$ cat config.mk
export PLATFORM = sky130hd
export DESIGN_NAME = reg_file_2r2w
export DESIGN_NICKNAME = d
export VERILOG_FILES = /design/src/rtl/miniRISC_pkg.sv /design/src/rtl/rf_read_bypass.sv /design/src/rtl/reg_file_2r2w.sv
export SDC_FILE = /design/constraint.sdc
export NUM_CORES = 2
export LEC_CHECK = 0
export CORE_MARGIN = 2
export CORE_UTILIZATION = 55
export DETAILED_ROUTE_END_ITERATION = 6
export PLACE_DENSITY = 0.73
export REMOVE_ABC_BUFFERS = 1
export SLEW_MARGIN = 20
export SYNTH_ARGS = -nofsm -noshare
export SYNTH_HDL_FRONTEND = slang
export SYNTH_SLANG_ARGS = --single-unit
export TNS_END_PERCENT = 30
$ cat constraint.sdc
create_clock -name clk -period 68.4 [get_ports clk]
set_input_delay 17.1 -clock clk [delete_from_list [all_inputs] [get_ports clk]]
set_output_delay 17.1 -clock clk [all_outputs]
set_load 0.03 [all_outputs]
$ cat src/rtl/miniRISC_pkg.sv
// Shared constants and types for the KGP miniRISC datapath.
// Register-file indices and the reset value of the stack pointer live here.
package miniRISC_pkg;

    localparam int DATA_W     = 32;
    localparam int REG_ADDR_W = 5;
    localparam int NUM_REGS   = 32;

    localparam int REG_ZERO = 0;
    localparam int REG_SP   = 30;
    localparam int REG_RA   = 31;

    localparam logic [DATA_W-1:0] SP_RESET_VAL = 32'h0000_03FC;

    typedef logic [REG_ADDR_W-1:0] reg_idx_t;
    typedef logic [DATA_W-1:0]     reg_data_t;

endpackage

$ cat src/rtl/rf_read_bypass.sv
// Resolves one register-file read: stored value, overridden by a pending write to the
// same index. The main write port has priority over the link port.
module rf_read_bypass #(
    parameter int DATA_W = miniRISC_pkg::DATA_W,
    parameter int ADDR_W = miniRISC_pkg::REG_ADDR_W,
    parameter int RA_IDX = miniRISC_pkg::REG_RA
) (
    input  logic [ADDR_W-1:0] addr_i,
    input  logic [DATA_W-1:0] stored_i,
    input  logic              wr_en_i,
    input  logic [ADDR_W-1:0] wr_addr_i,
    input  logic [DATA_W-1:0] wr_data_i,
    input  logic              link_en_i,
    input  logic [DATA_W-1:0] link_data_i,
    output logic [DATA_W-1:0] rd_data_o
);

    localparam logic [ADDR_W-1:0] RA_ADDR = ADDR_W'(RA_IDX);

    // wr_en_i arrives already qualified (not $0, in range, not in reset).
    always_comb begin
        rd_data_o = stored_i;
        if (addr_i == '0) begin
            rd_data_o = '0;
        end else if (wr_en_i && (wr_addr_i == addr_i)) begin
            rd_data_o = wr_data_i;
        end else if (link_en_i && (addr_i == RA_ADDR)) begin
            rd_data_o = link_data_i;
        end
    end

endmodule

$ cat src/rtl/reg_file_2r2w.sv
// 32 x 32-bit miniRISC register file: two combinational read ports with write-through,
// main writeback port plus a link port for $ra, $0 hard-wired to zero, $sp reset to stack top.
module reg_file_2r2w #(
    parameter int                 DATA_W   = miniRISC_pkg::DATA_W,
    parameter int                 NUM_REGS = miniRISC_pkg::NUM_REGS,
    parameter int                 ADDR_W   = miniRISC_pkg::REG_ADDR_W,
    parameter int                 RA_IDX   = miniRISC_pkg::REG_RA,
    parameter int                 SP_IDX   = miniRISC_pkg::REG_SP,
    parameter logic [DATA_W-1:0]  SP_RESET = miniRISC_pkg::SP_RESET_VAL
) (
    input  logic              clk,
    input  logic              rst,
    input  logic [ADDR_W-1:0] rs_addr,
    input  logic [ADDR_W-1:0] rt_addr,
    output logic [DATA_W-1:0] rs_data,
    output logic [DATA_W-1:0] rt_data,
    input  logic              wr_en,
    input  logic [ADDR_W-1:0] wr_addr,
    input  logic [DATA_W-1:0] wr_data,
    input  logic              link_en,
    input  logic [DATA_W-1:0] link_data,
    output logic [DATA_W-1:0] sp_value
);

    localparam int VIEW_N = 2 ** ADDR_W;

    // Index 0 has no storage.
    logic [DATA_W-1:0] regs_q [1:NUM_REGS-1];
    logic [DATA_W-1:0] regs_d [1:NUM_REGS-1];
    logic [DATA_W-1:0] view   [0:VIEW_N-1];

    logic wr_ok;
    logic wr_live;
    logic link_live;

    assign wr_ok     = (wr_addr != '0) && (32'(wr_addr) < NUM_REGS);
    assign wr_live   = wr_en & wr_ok & ~rst;
    assign link_live = link_en & ~rst;

    // Main port is applied last so it wins a collision on RA_IDX.
    always_comb begin
        for (int i = 1; i < NUM_REGS; i++) begin
            regs_d[i] = regs_q[i];
            if (link_en && (i == RA_IDX)) begin
                regs_d[i] = link_data;
            end
            if (wr_en && (wr_addr == ADDR_W'(i))) begin
                regs_d[i] = wr_data;
            end
        end
    end

    always_ff @(posedge clk or posedge rst) begin
        if (rst) begin
            for (int i = 1; i < NUM_REGS; i++) begin
                regs_q[i] <= (i == SP_IDX) ? SP_RESET : '0;
            end
        end else begin
            regs_q <= regs_d;
        end
    end

    // Zero-padded read view: $0 and unimplemented indices read as 0.
    always_comb begin
        for (int i = 0; i < VIEW_N; i++) begin
            view[i] = '0;
        end
        for (int i = 1; i < NUM_REGS; i++) begin
            view[i] = regs_q[i];
        end
    end

    rf_read_bypass #(
        .DATA_W (DATA_W),
        .ADDR_W (ADDR_W),
        .RA_IDX (RA_IDX)
    ) u_rs_bypass (
        .addr_i      (rs_addr),
        .stored_i    (view[rs_addr]),
        .wr_en_i     (wr_live),
        .wr_addr_i   (wr_addr),
        .wr_data_i   (wr_data),
        .link_en_i   (link_live),
        .link_data_i (link_data),
        .rd_data_o   (rs_data)
    );

    rf_read_bypass #(
        .DATA_W (DATA_W),
        .ADDR_W (ADDR_W),
        .RA_IDX (RA_IDX)
    ) u_rt_bypass (
        .addr_i      (rt_addr),
        .stored_i    (view[rt_addr]),
        .wr_en_i     (wr_live),
        .wr_addr_i   (wr_addr),
        .wr_data_i   (wr_data),
        .link_en_i   (link_live),
        .link_data_i (link_data),
        .rd_data_o   (rt_data)
    );

    rf_read_bypass #(
        .DATA_W (DATA_W),
        .ADDR_W (ADDR_W),
        .RA_IDX (RA_IDX)
    ) u_sp_bypass (
        .addr_i      (ADDR_W'(SP_IDX)),
        .stored_i    (view[SP_IDX]),
        .wr_en_i     (wr_live),
        .wr_addr_i   (wr_addr),
        .wr_data_i   (wr_data),
        .link_en_i   (link_live),
        .link_data_i (link_data),
        .rd_data_o   (sp_value)
    );

endmodule
# --- Word level (Yosys, flattened, before mapping) ---
# Cells that the tools add are included.
totals:
  regBits: 992
  inputBits: 83
  out_inout_bits: 96
classes:
  order_cmp: 2
  n_eq_ne: 35
  muxes: 15
  n_bitwise: 6
  n_reduce_logical: 40
op_table:
  columns: ["cell", "n"]
  rows:
  - ["$mux W32", 13]
  - ["$bmux W32 S5", 2]
  - ["$eq A5 B5 Y1 const B", 18]
  - ["$eq A5 B4 Y1 const B", 8]
  - ["$logic_and A1 B1 Y1", 36]
  - ["$eq A5 B3 Y1 const B", 4]
  - ["$ge A6 B6 Y1 const B", 2]
  - ["$not A5 Y6", 2]
  - ["$eq A5 B2 Y1 const B", 2]
  - ["$eq A5 B5 Y1", 2]
  - ["$logic_not A5 Y1", 2]
  - ["$eq A5 B1 Y1 const B", 1]
  - ["$reduce_bool A5 Y1", 1]
  - ["$and A1 B1 Y1", 3]
  - ["$reduce_bool A2 Y1", 1]
  - ["$not A1 Y1", 1]

# --- Depth between registers and ports, before layout ---
logic_depth:
  ltp_word: 7
  mapped_depth: 10
  ltp_nobuf: 6

# --- By module ---
# Synthesis repeated with hierarchy kept, for this count alone.
unflattened:
  cells_unflattened: 4090
  hier_area_um2: 56227.7
modules_own_cells:
  columns: ["module", "instances", "cells_per_inst", "area_per_inst_um2", "seq_area_each_um2"]
  rows:
  - ["reg_file_2r2w", 1, 3712, 53536.3, 24833.8]
  - ["rf_read_bypass", 3, 126, 897.1, 0.0]

# --- Least setup slack after synthesis ---
# OpenSTA, ideal clock, no wires.
synth_timing:
  kind: "in2out"
  from: "input port rst"
  to: "output port rt_data[30]"
  arrival_ps: 40949
  t_required_ps: 51300
  path_slack_ps: 10351
  cell_stages: 5
  n_path_buf: 1
  path_cell_list: "inv_1 -> and3_1 -> nand4_1 -> clkbuf_1 -> a31oi_1"
synth_between:
  elab_chain_cells: 6
  word_cells_on_any_way: 8
  classes_between: "mux (3); bitwise (3); reduce/logical (2)"
synth_lines:
  columns: ["element", "line", "text"]
  rows:
  - ["from (decl)", "reg_file_2r2w.sv:12", "input logic rst,"]
  - ["$not A1 Y1 *", "reg_file_2r2w.sv:37, reg_file_2r2w.sv:38", null]
  - ["$and A1 B1 Y1", "reg_file_2r2w.sv:38", "assign link_live = link_en & ~rst;"]
  - ["$logic_and A1 B1 Y1", "rf_read_bypass.sv:27", "end else if (link_en_i && (addr_i == RA_ADDR)) begin"]
  - ["$mux W32", "rf_read_bypass.sv:27", null]
  - ["$mux W32 *", "rf_read_bypass.sv:25", "end else if (wr_en_i && (wr_addr_i == addr_i)) begin"]
  - ["$mux W32 *", "rf_read_bypass.sv:23", "if (addr_i == '0) begin"]
  - ["to (decl)", "reg_file_2r2w.sv:16", "output logic [DATA_W-1:0] rt_data,"]
# Mark *: on every way between the ends. The rest lies on a longest branch, timed or not.

# --- Worst setup path after layout ---
layout_timing:
  from: "input port rt_addr[2]"
  to: "output port rt_data[16]"
layout_between:
  elab_chain_cells: 7
  word_cells_on_any_way: 12
  classes_between: "eq/ne (2); mux (6); bitwise (1); reduce/logical (3)"
layout_lines:
  columns: ["element", "line", "text"]
  rows:
  - ["from (decl)", "reg_file_2r2w.sv:14", "input logic [ADDR_W-1:0] rt_addr,"]
  - ["$not A5 Y6 (not written as such)", "reg_file_2r2w.sv:94", ".stored_i (view[rt_addr]),"]
  - ["$bmux W32 S5", "reg_file_2r2w.sv:94", null]
  - ["$mux W32 (not written as such) (2 in a row)", "reg_file_2r2w.sv:94", null]
  - ["$mux W32", "rf_read_bypass.sv:27", null]
  - ["$mux W32", "rf_read_bypass.sv:25", null]
  - ["$mux W32 *", "rf_read_bypass.sv:23", null]
# Mark *: on every way between the ends. The rest lies on a longest branch, timed or not. The select of a mux whose other input is x is not followed.

==> reports/metrics.cfg <==
[outcome]
status = finished, violations left
violations = DRC

[floorplanning]
coreArea_sq_mm = 0.100
rows = 116
die_h_microns = 322
initial_core_util_pct = 55.5
dieArea_sq_mm = 0.104
pin_count = 179
die_w_microns = 322

[place]
hpwlAfterDp_mm = 104
gp_congestion = 0.890
place_inst = 5538
port_buffers = 178

[min_path]
hold_class = register to register
worstHoldPathCells = 1

[synthesis]
synth_top_area_cell = dfrtp_1
synth_top_family_by_area = multiplexers
synth_area_leaders = dfrtp_1 44%, mux2_2 13%, mux2i_1 11%
synth_top_area_share_pct = 44.2
yosys_most_used_dff = dfrtp_1
synth-simple-area-share_pct = 3.31
synth_cell_type_count = 55
synthMuxAreaShare_pct = 40.0
synthArstFlopShare_pct = 100
avgSynthCellArea_sq_um = 12.8
syn_area_sq_mm = 0.0557
synth_compound_area_share_pct = 7.54
synth-adder-area-share_pct = 0
ys_seq_elements = 992
ys_seq_area_share_pct = 44.6
synthCells = 4343
ys_warn_count = 0
synth_edf_count = 0
synth_xor_area_share_pct = 0.157

[layout]
nets = 4374
areaGrowthSynthToFinish_pct = 10.5
final_common_cell = dfrtp_1
largest-register = regs_q
largest_reg_flops = 992
largestRegisters = regs_q x992
instances_no_fill = 5743
layout-drive-gt1-share_pct = 29.1
layout_common_cells = 984 x dfrtp_1, 666 x mux2_2, 626 x mux2i_1

[detailed_routing]
final_antenna_net_count = 0
vias = 39900
drcViolationCount = 1
vias_per_cell = 6.94
wl_mm = 180
drt-initial-drc-count = 4691
first_pass_iters = 7
wl_per_cell_microns = 31.4

[timing]
max_freq_mhz = 25.3
period_needed_ns = 39.53
rsz0062_at_grt = no
hold_violations = 0
setup_viol = 0
slew_viol_final = 0
fin_crit_sh_pct = 57.8
worst_pin_slew_ns = 1.22
setup_tns_ns = 0
slew_headroom_pct = 18.6
skew_ns = 0

[worst_setup_path]
ff2ff_path_depth = 1
critPathKind = input port to output port
cp-start-kind = input port
worstPathArrival_ns = 22.43
endpoint_kind = output port
crit_required_ns = 51.30
cp_max_fo = 57

[pwr]
power_frac_comb_pct = 21.7
leakagePower_uw = 0.0275
cellPowerDensity_mw_per_mm2 = 28.8
clkPwrFrac_pct = 33.7
p_int_uw = 1260
ir_drop_mv = 0.0222
p_seq_share_pct = 44.6
p_sw_uw = 517
p_sw_share_pct = 29.2

[clock_tree]
clk_pin_slew_ns = 0.06
cts_max_level = 3
cts_tree = built
clock_latency_ns = 0.69
cts_resized = 0
clockRootBuffer = clkbuf_16
ctsHoldBuffers = 0
cts.sinks = 992
cts.path.max_buffers = 3
post_cts_buffers = 0
cts_inserted_buffers = 108

[global_route]
grt.total_usage_pct = 34.7
grt_pass1_vias = 39800
overflow = 0
antenna_found_initial = 10
grt_pass1_wl_mm = 266
grt_max_degree = 101

[run]
maxCapViolations = 0

## path summary, 6_finish.rpt
check,startpoint,end,slack (ns)
min reg2reg,regs_q[564]$_DFFE_PP0P_,regs_q[564]$_DFFE_PP0P_,0.50
max reg2reg,regs_q[60]$_DFFE_PP0P_,regs_q[60]$_DFFE_PP0P_,67.47
max,rt_addr[2],rt_data[16],28.87
max in group asynchronous,rst,regs_q[179]$_DFFE_PP0P_,47.42
min,regs_q[564]$_DFFE_PP0P_,regs_q[564]$_DFFE_PP0P_,0.50
min in group asynchronous,rst,regs_q[270]$_DFFE_PP0P_,17.18
## Yosys cell counts, types with 3 or more instances
cell type,instances
dfrtp_1,984
mux2_2,666
mux2i_1,626
mux2_1,363
clkbuf_1,236
o22ai_1,216
mux4_2,195
a21oi_1,128
buf_2,117
nor2_1,116
nor3_1,103
nand2_1,89
buf_4,47
nor4_1,34
buf_1,33
a221oi_1,32
a31oi_1,32
inv_1,32
o21ai_0,32
a211o_1,31
a2bb2oi_1,30
a22o_1,29
a2111oi_0,28
a2111oi_2,28
buf_6,23
nor2b_1,13
nand2b_1,10
dfstp_2,8
a211oi_1,6
nand4_1,6
xor2_1,6
nand3_1,4
or2_1,4
or4_1,4
xnor2_1,4
buf_12,3
buf_8,3
## critical path, cell delays in order
cell and delay [ns]:
clkbuf_8 0.42, buf_4 0.66, buf_4 0.70, buf_4 0.58, nand2b_4 0.56, buf_4 0.70, o22ai_1 0.19, nor3_1 0.44
a2111oi_2 0.12, a21oi_1 0.16, a21oi_1 0.08, clkdlybuf4s50_1 0.62
## layer usage
layer  track usage [%]  part of all wire, %  up-vias
li1                  -                    -    16400
met1              46.7                   40    20800
met2              51.9                   44     2178
met3              9.71                   10      524
met4              17.1                  5.3        6
met5                 0                0.021        -
## power by group through the flow
stage	Clock, uW	Sequential, uW	Combinational (uW)
2_1_floorplan	0	769	270
3_3_place_gp	0	789	373
3_5_place_dp	0	795	381
4_1_cts	601	786	384
5_1_grt	627	803	412
6_report	597	791	385
## cells by family after synthesis
group | count (synthesis)
xor+xnor | 10
compound gates | 600
simple gates | 394
flops | 992
mux | 1852
buf+inv | 495
## per-stage QoR
stage / cell area (sq um) / total power, uW / hold slack (ns) / worst slack, ns / utilization (%)
floorplan: 53400 / 1040 / 0.467 / 9.01 / -
global placement: 58100 / 1160 / 0.481 / 28.74 / 57.9
detailed placement: 58100 / 1180 / 0.490 / 29.00 / 57.9
CTS: 61700 / 1770 / 0.502 / 28.99 / 61.5
global route: 61600 / 1840 / 0.523 / 28.77 / 61.4
finish: 61600 / 1770 / 0.502 / 28.87 / 61.4
## cell type report
class | count | area (sq um)
clock buffers | 159 | 3130
well taps | 1357 | 1700
fillers | 7692 | 38700
diodes | 6 | 15.0
repair buffers | 301 | 2650
multi-input cells | 2856 | 28700
inverters | 32 | 128
flip-flops and latches | 992 | 24800
clock inverters | 40 | 460
Note: power is estimated with default switching activity, not from simulation.
